===== config.mk =====
export PLATFORM = sky130hd
export DESIGN_NAME = fp_align_add_serial_flat
export DESIGN_NICKNAME = d
export VERILOG_FILES = /design/src/rtl/fp_align_add_serial_if.sv /design/src/rtl/fp_align_add_serial.sv /design/src/flat_wrapper.sv
export SDC_FILE = /design/constraint.sdc
export NUM_CORES = 1
export LEC_CHECK = 0
export CORE_MARGIN = 4
export CORE_UTILIZATION = 57
export DETAILED_ROUTE_END_ITERATION = 16
export GPL_ROUTABILITY_DRIVEN = 0
export PLACE_DENSITY = 0.82
export SETUP_SLACK_MARGIN = 0.2
export SLEW_MARGIN = 20
export SYNTH_ARGS = -nofsm -noshare
export SYNTH_HDL_FRONTEND = slang
export SYNTH_SLANG_ARGS = --single-unit

===== constraint.sdc =====
create_clock -name Clk -period 5.3 [get_ports Clk]
set_clock_uncertainty 0.1 [all_clocks]
set_input_delay 1.06 -clock Clk [delete_from_list [all_inputs] [get_ports Clk]]
set_output_delay 1.06 -clock Clk [all_outputs]
set_load 0.1 [all_outputs]

===== src/rtl/fp_align_add_serial_if.sv =====
// fp_align_add_serial_if: operand/result bundle for the alignment + add stage.
//   master: drives Load and the unpacked operands (S_x, E_x, M_x), observes status/result.
//   slave : the stage itself; observes operands, drives Busy, Done and the result fields
//           (S_Result, E_Result, M_Result, GRS, Carry).
interface fp_align_add_serial_if #(
    parameter int unsigned EXP_W = 8,
    parameter int unsigned MAN_W = 24
);
    logic             Load;
    logic             S_A;
    logic             S_B;
    logic [EXP_W-1:0] E_A;
    logic [EXP_W-1:0] E_B;
    logic [MAN_W-1:0] M_A;
    logic [MAN_W-1:0] M_B;
    logic             Busy;
    logic             Done;
    logic             S_Result;
    logic [EXP_W-1:0] E_Result;
    logic [MAN_W-1:0] M_Result;
    logic [2:0]       GRS;
    logic             Carry;

    modport master (
        output Load, S_A, S_B, E_A, E_B, M_A, M_B,
        input  Busy, Done, S_Result, E_Result, M_Result, GRS, Carry
    );

    modport slave (
        input  Load, S_A, S_B, E_A, E_B, M_A, M_B,
        output Busy, Done, S_Result, E_Result, M_Result, GRS, Carry
    );
endinterface


===== src/rtl/fp_align_add_serial.sv =====
// fp_align_add_serial: mantissa alignment and signed-magnitude adder stage of the FP adder.
// Operands are swapped so X has the larger magnitude, Y's mantissa is right-shifted by the
// clamped exponent difference into a {mantissa, G, R, S} working register, then X +/- Y is
// formed. The result is unnormalised and goes on to the normaliser/rounder.
//
// Ports:
//   Clk   - clock, rising edge
//   Reset - asynchronous active-low reset
//   bus   - fp_align_add_serial_if.slave: Load + operands in; Busy, Done, result out
//
// Build option: define FAST_ALIGN_EN for a single-cycle barrel-shift ALIGN (fixed latency).
// Without it, Y shifts one bit per cycle (latency = shift count + 2). Results are identical.
module fp_align_add_serial #(
    parameter int unsigned EXP_W = 8,
    parameter int unsigned MAN_W = 24
) (
    input logic                 Clk,
    input logic                 Reset,
    fp_align_add_serial_if.slave bus
);

    localparam int unsigned W     = MAN_W + 3;
    localparam int unsigned CNT_W = $clog2(W + 1);

    typedef enum logic [1:0] {StIdle, StAlign, StAdd, StDone} state_e;

    state_e           state_q, state_d;
    logic [W-1:0]     x_q, x_d;
    logic [W-1:0]     y_q, y_d;
    logic             sx_q, sx_d;
    logic             sy_q, sy_d;
    logic [EXP_W-1:0] ex_q, ex_d;
    logic [CNT_W-1:0] dc_q, dc_d;

    logic             s_res_q, s_res_d;
    logic [EXP_W-1:0] e_res_q, e_res_d;
    logic [MAN_W-1:0] m_res_q, m_res_d;
    logic [2:0]       grs_q, grs_d;
    logic             carry_q, carry_d;

    // Operand ordering: larger exponent wins, then larger mantissa, ties go to A.
    logic             a_is_x;
    logic [EXP_W-1:0] exp_diff;
    logic [CNT_W-1:0] dc_load;

    always_comb begin
        a_is_x   = (bus.E_A > bus.E_B) || ((bus.E_A == bus.E_B) && (bus.M_A >= bus.M_B));
        exp_diff = a_is_x ? (bus.E_A - bus.E_B) : (bus.E_B - bus.E_A);
        // Beyond W shifts every Y bit is already in sticky, so clamp the count.
        if (int'(exp_diff) > int'(W)) begin
            dc_load = CNT_W'(W);
        end else begin
            dc_load = CNT_W'(exp_diff);
        end
    end

`ifdef FAST_ALIGN_EN
    // Barrel shift by the whole count; sticky collects every bit pushed below bit 0.
    // For dc_q == W the mask wraps to all ones, which is exactly what is wanted.
    logic [W-1:0] y_shift;
    logic [W-1:0] lost_mask;
    logic [W-1:0] y_aligned;

    always_comb begin
        y_shift   = y_q >> dc_q;
        lost_mask = (W'(1) << dc_q) - W'(1);
        y_aligned = {y_shift[W-1:1], y_shift[0] | (|(y_q & lost_mask))};
    end
`else
    // One-bit step: R falls into sticky, sticky never clears.
    logic [W-1:0] y_step;

    always_comb begin
        y_step = {1'b0, y_q[W-1:2], y_q[1] | y_q[0]};
    end
`endif

    // Swap guarantees X >= Y, so the subtract path never goes negative.
    logic         same_sign;
    logic [W:0]   sum_w;

    always_comb begin
        same_sign = (sx_q == sy_q);
        if (same_sign) begin
            sum_w = {1'b0, x_q} + {1'b0, y_q};
        end else begin
            sum_w = {1'b0, x_q} - {1'b0, y_q};
        end
    end

    always_comb begin
        state_d = state_q;
        x_d     = x_q;
        y_d     = y_q;
        sx_d    = sx_q;
        sy_d    = sy_q;
        ex_d    = ex_q;
        dc_d    = dc_q;
        s_res_d = s_res_q;
        e_res_d = e_res_q;
        m_res_d = m_res_q;
        grs_d   = grs_q;
        carry_d = carry_q;

        unique case (state_q)
            StIdle: begin
                if (bus.Load) begin
                    if (a_is_x) begin
                        x_d  = {bus.M_A, 3'b000};
                        y_d  = {bus.M_B, 3'b000};
                        sx_d = bus.S_A;
                        sy_d = bus.S_B;
                        ex_d = bus.E_A;
                    end else begin
                        x_d  = {bus.M_B, 3'b000};
                        y_d  = {bus.M_A, 3'b000};
                        sx_d = bus.S_B;
                        sy_d = bus.S_A;
                        ex_d = bus.E_B;
                    end
                    dc_d    = dc_load;
                    state_d = StAlign;
                end
            end
            StAlign: begin
`ifdef FAST_ALIGN_EN
                y_d     = y_aligned;
                dc_d    = '0;
                state_d = StAdd;
`else
                if (dc_q == '0) begin
                    state_d = StAdd;
                end else begin
                    y_d  = y_step;
                    dc_d = dc_q - CNT_W'(1);
                end
`endif
            end
            StAdd: begin
                m_res_d = sum_w[W-1:3];
                grs_d   = sum_w[2:0];
                carry_d = same_sign & sum_w[W];
                s_res_d = sx_q;
                e_res_d = ex_q;
                // Exact cancellation yields +0.
                if (!same_sign && (sum_w == '0)) begin
                    s_res_d = 1'b0;
                end
                state_d = StDone;
            end
            StDone: begin
                state_d = StIdle;
            end
            default: begin
                state_d = StIdle;
            end
        endcase
    end

    always_ff @(posedge Clk or negedge Reset) begin
        if (!Reset) begin
            state_q <= StIdle;
            x_q     <= '0;
            y_q     <= '0;
            sx_q    <= 1'b0;
            sy_q    <= 1'b0;
            ex_q    <= '0;
            dc_q    <= '0;
            s_res_q <= 1'b0;
            e_res_q <= '0;
            m_res_q <= '0;
            grs_q   <= '0;
            carry_q <= 1'b0;
        end else begin
            state_q <= state_d;
            x_q     <= x_d;
            y_q     <= y_d;
            sx_q    <= sx_d;
            sy_q    <= sy_d;
            ex_q    <= ex_d;
            dc_q    <= dc_d;
            s_res_q <= s_res_d;
            e_res_q <= e_res_d;
            m_res_q <= m_res_d;
            grs_q   <= grs_d;
            carry_q <= carry_d;
        end
    end

    assign bus.Busy     = (state_q != StIdle);
    assign bus.Done     = (state_q == StDone);
    assign bus.S_Result = s_res_q;
    assign bus.E_Result = e_res_q;
    assign bus.M_Result = m_res_q;
    assign bus.GRS      = grs_q;
    assign bus.Carry    = carry_q;

endmodule


===== src/flat_wrapper.sv =====
// flat-port wrapper written by rule: the top's interface ports become plain ports
module fp_align_add_serial_flat 
#(
    parameter int unsigned EXP_W = 8,
    parameter int unsigned MAN_W = 24
)
  (Clk, Reset, bus_Load, bus_S_A, bus_S_B, bus_E_A, bus_E_B, bus_M_A, bus_M_B, bus_Busy, bus_Done, bus_S_Result, bus_E_Result, bus_M_Result, bus_GRS, bus_Carry);
  fp_align_add_serial_if #(.EXP_W(EXP_W), .MAN_W(MAN_W)) bus_i ();
  input logic Clk;
  input logic Reset;
  input wire logic [$bits(bus_i.Load)-1:0] bus_Load;
  input wire logic [$bits(bus_i.S_A)-1:0] bus_S_A;
  input wire logic [$bits(bus_i.S_B)-1:0] bus_S_B;
  input wire logic [$bits(bus_i.E_A)-1:0] bus_E_A;
  input wire logic [$bits(bus_i.E_B)-1:0] bus_E_B;
  input wire logic [$bits(bus_i.M_A)-1:0] bus_M_A;
  input wire logic [$bits(bus_i.M_B)-1:0] bus_M_B;
  output wire logic [$bits(bus_i.Busy)-1:0] bus_Busy;
  output wire logic [$bits(bus_i.Done)-1:0] bus_Done;
  output wire logic [$bits(bus_i.S_Result)-1:0] bus_S_Result;
  output wire logic [$bits(bus_i.E_Result)-1:0] bus_E_Result;
  output wire logic [$bits(bus_i.M_Result)-1:0] bus_M_Result;
  output wire logic [$bits(bus_i.GRS)-1:0] bus_GRS;
  output wire logic [$bits(bus_i.Carry)-1:0] bus_Carry;
  assign bus_i.Load = bus_Load;
  assign bus_i.S_A = bus_S_A;
  assign bus_i.S_B = bus_S_B;
  assign bus_i.E_A = bus_E_A;
  assign bus_i.E_B = bus_E_B;
  assign bus_i.M_A = bus_M_A;
  assign bus_i.M_B = bus_M_B;
  assign bus_Busy = bus_i.Busy;
  assign bus_Done = bus_i.Done;
  assign bus_S_Result = bus_i.S_Result;
  assign bus_E_Result = bus_i.E_Result;
  assign bus_M_Result = bus_i.M_Result;
  assign bus_GRS = bus_i.GRS;
  assign bus_Carry = bus_i.Carry;
  fp_align_add_serial #(.EXP_W(EXP_W), .MAN_W(MAN_W)) u_core (.Clk(Clk), .Reset(Reset), .bus(bus_i));
endmodule

== Word level (Yosys, flattened, before mapping) ==
Index checks and enable logic that the tools add are counted.
Widths: inputs -> output; s select.
Operators by class
  add/subtract/negate cells: 5
  $lt $le $gt $ge: 3
  eq/ne operators: 8
  mux-type cells: 18
  bitwise gates (word level): 2
  reduce and logical (&&, ||, !) cells: 12
Operators by type and width (number)
  $mux 27: 4
  $pmux 27 s2: 1
  $add 27x27->28: 1
  $logic_not 28->1: 1
  $mux 28: 1
  $sub 27x27->28: 1
  $ge 24x24->1: 1
  $mux 8: 2
  $sub 8x8->8: 2
  $mux 5: 3
  $pmux 5 s2: 1
  $eq 8x8->1: 1
  $gt 8x5->1 const B: 1
  $gt 8x8->1: 1
  $pmux 2 s4: 1
  $logic_not 5->1: 1
  $sub 5x1->5 const B: 1
  $eq 2x2->1 const B: 2
  $mux 2: 2
  $ne 2x2->1 const B: 2
  $reduce_and 2->1: 2
  $reduce_bool 2->1: 2
  $mux 1: 3
  $reduce_and 3->1: 1
  9 further kinds: 10
Storage, ports and cells
  flip-flop bits (word level): 108
  bits of input ports: 69
  output and inout bits: 39
  word-level logic and storage cells: 60

== Depth between registers and ports, before layout ==
Gate-level depths: netlist (run 1).
  depth in word-level cells: 8
  mapped depth: 19

== Worst setup path before layout (run 1) ==
No wires, ideal clock.
  path type: input-to-reg
  from: input bus_M_B[11]
  to: register u_core.dc_q[4]
  setup time: 150 ps
  arrival time: 3800 ps
  setup slack: 1251 ps
  stages: 11
  path through: inv_1 > ha_1 > a21oi_1 > o21ai_1 > a2111oi_0 > a211oi_2 > o21ai_2 > mux2_4 > a311o_1 > a2111oi_4 > a221oi_1
On the way
  word-level cells in the longest chain between the ends: 8
RTL lines
  start: declaration: RTL line flat_wrapper.sv:17  | input wire logic [$bits(bus_i.M_B)-1:0] bus_M_B;
  $ge 24x24->1 (*): RTL line fp_align_add_serial.sv:47  | a_is_x = (bus.E_A > bus.E_B) || ((bus.E_A == bus.E_B) && (bus.M_A >= bus.M_B));
  $logic_and 1x1->1 (*): RTL line fp_align_add_serial.sv:47
  $logic_or 1x1->1 (*): RTL line fp_align_add_serial.sv:47
  $mux 8 (*): RTL line fp_align_add_serial.sv:48  | exp_diff = a_is_x ? (bus.E_A - bus.E_B) : (bus.E_B - bus.E_A);
  $gt 8x5->1: RTL line fp_align_add_serial.sv:50  | if (int'(exp_diff) > int'(W)) begin
  $mux 5 (*): RTL line fp_align_add_serial.sv:50
  $mux 5 (*): RTL line fp_align_add_serial.sv:107  | if (bus.Load) begin
  $pmux 5 s2 (*): RTL line fp_align_add_serial.sv:105  | unique case (state_q)
  end signal: assignment: RTL line fp_align_add_serial.sv:168  | dc_q <= '0;
  end signal: assignment: RTL line fp_align_add_serial.sv:181  | dc_q <= dc_d;
  end: declaration: RTL line fp_align_add_serial.sv:33  | logic [CNT_W-1:0] dc_q, dc_d;
Every way passes the cells marked *; elsewhere a longest branch is shown, timed or not. The select of a mux whose other input is x is not followed.
A chain may end at the register's enable or synchronous reset.

== Final worst setup path (run 1) ==
Same ends and word-level chain as after synthesis.

==> summary.md, run 1 <==
| Metric | Value |
|---|---|
| Ys Warns | `0` |
| Dominant synthesized flop cell | `dfrtp_1` |
| Clock Tree Buf Depth | `2` |
| Grt ovf | `0` |
| Initial DRC count | `689` |
| Crit path max fanout | `21` |
| CP cell instances | `clkdlybuf4s50_1 -> inv_1 -> ha_1 -> a21oi_1 -> o21ai_1 -> a2111oi_0 -> a211oi_2 -> o21ai_4 -> buf_4 -> mux2i_1 -> a311o_1 -> a2111oi_4 -> a221oi_1` |
| Final hold violation count | `0` |
| R2R Setup Slk | `0.81 ns` |
| Syn Area/Cell | `8.51 um2` |
| Routed Antenna Nets | `0` |
| Final TNS setup | `0 ns` |
| Vias/cell | `6.06` |
| Reg-to-reg endpoint | `u_core.bus.S_Result` |
| # setup viols final | `0` |
| Port Buffers | `107` |
| Startpoint types | `input pin` |
| Worst-Margin Slew | `0.989 ns` |
| Gr usage total | `0.246` |
| Die ar. | `16200 um2` |
| Mapped cell area | `8130 um2` |
| Period utilisation layout | `0.854` |
| Final instance area | `9600 um2` |
| Share of layout cells above drive strength 1 | `0.0579` |
| Rows | `43` |
| Hold Path Class | `reg -> reg` |
| Fill cells | `1136` |
| Minimum clock period | `4.53 ns` |
| Critical path's slowest cell | `a2111oi_0` |
| Vias | `7363` |
| Syn Nets | `1101` |
| Synth Register Bits | `105` |
| Cell Area, Placed | `9310 um2` |
| Clk Tree Root Cell | `clkbuf_16` |
| Worst r2r src | `u_core.y_q[3]` |
| Die Span Y | `127 um` |
| Final-stage net count | `1177` |
| Largest net degree at the start of global routing | `75` |
| Achievable Freq | `221 MHz` |
| Max_slew headroom | `0.339` |
| FF+latch area | `2630 um2` |
| Routed WL | `20100 um` |
| CP max stage delay | `0.56 ns` |
| FF-to-FF path depth | `14` |
| Inserted Clock Buffers | `9` |
| Fraction of registers with async set/reset | `1.00` |
| Num ports | `108` |
| Data arrival, critical path | `4.64 ns` |
| Detailed Routing Iterations Pass 1 | `5` |
| DP Worst Slack | `0.439 ns` |
| Clk_lat worst skew | `0.35 ns` |
| First-pass GRT wire length | `32600 um` |
| Post-synth EDFFs | `0` |
| Vias in the first global route | `6851` |
| Post-synth top area cell | `dfrtp_1` |
| Number of max-cap violations | `0` |
| Initial core utilization | `0.583` |
| Area Overhead vs Synth | `18.1%` |
| PnR worst setup slack | `0.774 ns` |
| N_diodes | `0` |
| Required time of the critical path | `5.42 ns` |
| Hold_sp | `u_core.bus.M_Result[12]` |
| Number of library cell types mapped by synthesis | `68` |
| Post-CTS Hold Fix Bufs | `0` |
| TritonCTS clock tree | `built` |
| Hold depth | `1` |
| CP endpoint kind | `register` |
| Area of the multi-input gates | `5060 um2` |
| Share of the synthesized area in the top cell type | `0.323` |
| H-Tree Depth | `3` |
| CTS clk-pin slew, worst paths | `0.07 ns` |
| Max-slew violation total from the final report | `0` |
| Sequential share of the synthesized area | `0.323` |
| Utilization after layout | `0.689` |
| DR WL/cell | `16.6 um` |
| DP Wirelength | `15200 um` |
| CP Class | `in -> reg` |
| Synth top area cells | `dfrtp_1 32%, ha_1 11%, a21oi_1 8.2%` |
| Clock sinks | `105` |
| RSZ-0062 raised after global routing | `no` |
| Core ar. | `13900 um2` |
| Initial antenna violation count | `0` |
| Chip Width | `127 um` |
| Postcts setup bufs | `0` |
| Status | `finished, final reports clean` |
| Hold Path Sink | `u_core.bus.M_Result[12]` |
| Synth Instances | `955` |
| Post-route DRC violation count | `0` |
-- layer usage --
| layer | track usage | part of all wire | vias up |
|---|---|---|---|
| li1 | - | - | 3602 |
| met2 | 0.397 | 0.47 | 259 |
| met4 | 0.0883 | 0.028 | 0 |
| met5 | 0 | 0 | - |
| met1 | 0.326 | 0.44 | 3453 |
| met3 | 0.0548 | 0.069 | 49 |
-- layout make-up --
cell class / instances / area share
clock buffer: 12 / 0.0257
sequential: 105 / 0.274
multi-input combinational: 727 / 0.527
timing repair buffer: 117 / 0.119
tap: 180 / 0.0235
clock inverter: 4 / 0.00300
inverter: 71 / 0.0278
-- cells in the mapped netlist, drive strengths merged (3+ instances only) --
library cell,instances
a2111oi,3
a211oi,10
a21o,15
a21oi,133
a22oi,3
a31oi,13
and2,3
and3,5
buf,11
clkbuf,41
dfrtp,105
fa,3
ha,74
inv,71
mux2,24
mux2i,42
nand2,39
nand2b,8
nand3,19
nand4,13
nor2,118
nor2b,5
nor3,15
nor4,6
nor4b,4
o2111ai,4
o211ai,3
o21a,6
o21ai,30
o21bai,7
o22ai,23
o31ai,6
o41ai,4
or2,3
or3,6
or4,5
xnor2,23
xor2,22
-- worst max path at each step --
stage / startpoint / end / slack [ns] / cells after the start
final: bus_M_B[11] / u_core.dc_q[4] / 0.77 / 13
after global routing: u_core.y_q[3] / u_core.bus.S_Result / 0.33 / 14
after CTS: u_core.y_q[3] / u_core.bus.S_Result / 0.65 / 14
after detailed placement: bus_M_B[11] / u_core.dc_q[4] / 0.44 / 13
after global placement: bus_M_B[11] / u_core.dc_q[4] / 0.61 / 13
after floorplan: bus_M_B[11] / u_core.dc_q[4] / 1.25 / 11
-- placed cells by master (no fill, tap or decap), drive strengths merged, types with 4 or more instances in the layout --
cell type,n
nand2b,8
o21ai,30
nand4,13
xnor2,23
or3,6
buf,11
clkbuf,12
clkdlybuf4s50,106
mux2i,42
mux2,24
nor4,6
nand2,39
nor2,118
o21a,6
nor3,15
o41ai,4
xor2,22
o2111ai,4
dfrtp,105
and3,5
inv,71
or4,5
a21o,15
ha,74
nand3,19
nor4b,4
o31ai,6
nor2b,5
o22ai,23
o21bai,7
a211oi,10
a21oi,133
a31oi,13
-- per-stage QoR --
step / cells / hold slack [ns]
after floorplan: 955 / 0.380
after global placement: 1200 / 0.389
after detailed placement: 1200 / 0.394
after CTS: 1216 / 0.412
after global routing: 1216 / 0.422
final: 1216 / 0.409
-- timing repair --
| item | in CTS | in global routing |
|---|---|---|
| setup endpoints to repair | 0 | 1 |
| hold endpoints to repair | 0 | 0 |
| resized for setup | 0 | 1 |
-- cells by family after synthesis --
kind of cell,count (synthesis),share of synthesized area
mux,66,0.0854
simple gates,255,0.146
flops,105,0.323
xor+xnor,45,0.0485
fa+ha+maj,77,0.121
compound gates,284,0.217
buf+inv,123,0.0577
-- worst max-delay path: cells and delay by family --
| family | cells | cell delay, ns |
|---|---|---|
| AO/OA/AOI/OAI | 8 | 2.22 |
| adder cells (fa/ha/maj) | 1 | 0.33 |
| buffers and inverters | 3 | 0.88 |
| multiplexers | 1 | 0.15 |
-- sequential cells by signal, summed over array words and instances, names as in the netlist --
signal,cells
u_core.bus.E_Result,8
u_core.state_q,2
u_core.bus.Carry,1
u_core.bus.M_Result,24
u_core.bus.S_Result,1
u_core.ex_q,8
u_core.sx_q,1
u_core.dc_q,5
u_core.x_q,24
u_core.sy_q,1
u_core.bus.GRS,3
u_core.y_q,27
Power of run 1 is not shown: default switching activity piles up to over one toggle a cycle in this logic, so the estimate is an artifact.
==> run 2, diff against run 1 <==
--- a/config.mk
+++ b/config.mk
@@ -9,6 +9,7 @@
 export CORE_UTILIZATION = 57
 export DETAILED_ROUTE_END_ITERATION = 16
 export GPL_ROUTABILITY_DRIVEN = 0
+export HOLD_SLACK_MARGIN = 0.03
 export PLACE_DENSITY = 0.82
 export SETUP_SLACK_MARGIN = 0.2
 export SLEW_MARGIN = 20
==> results of run 2 <==
No change in the layout: final DEF, timing and power equal those of run 1.
Power of run 2 is left out for the same reason.
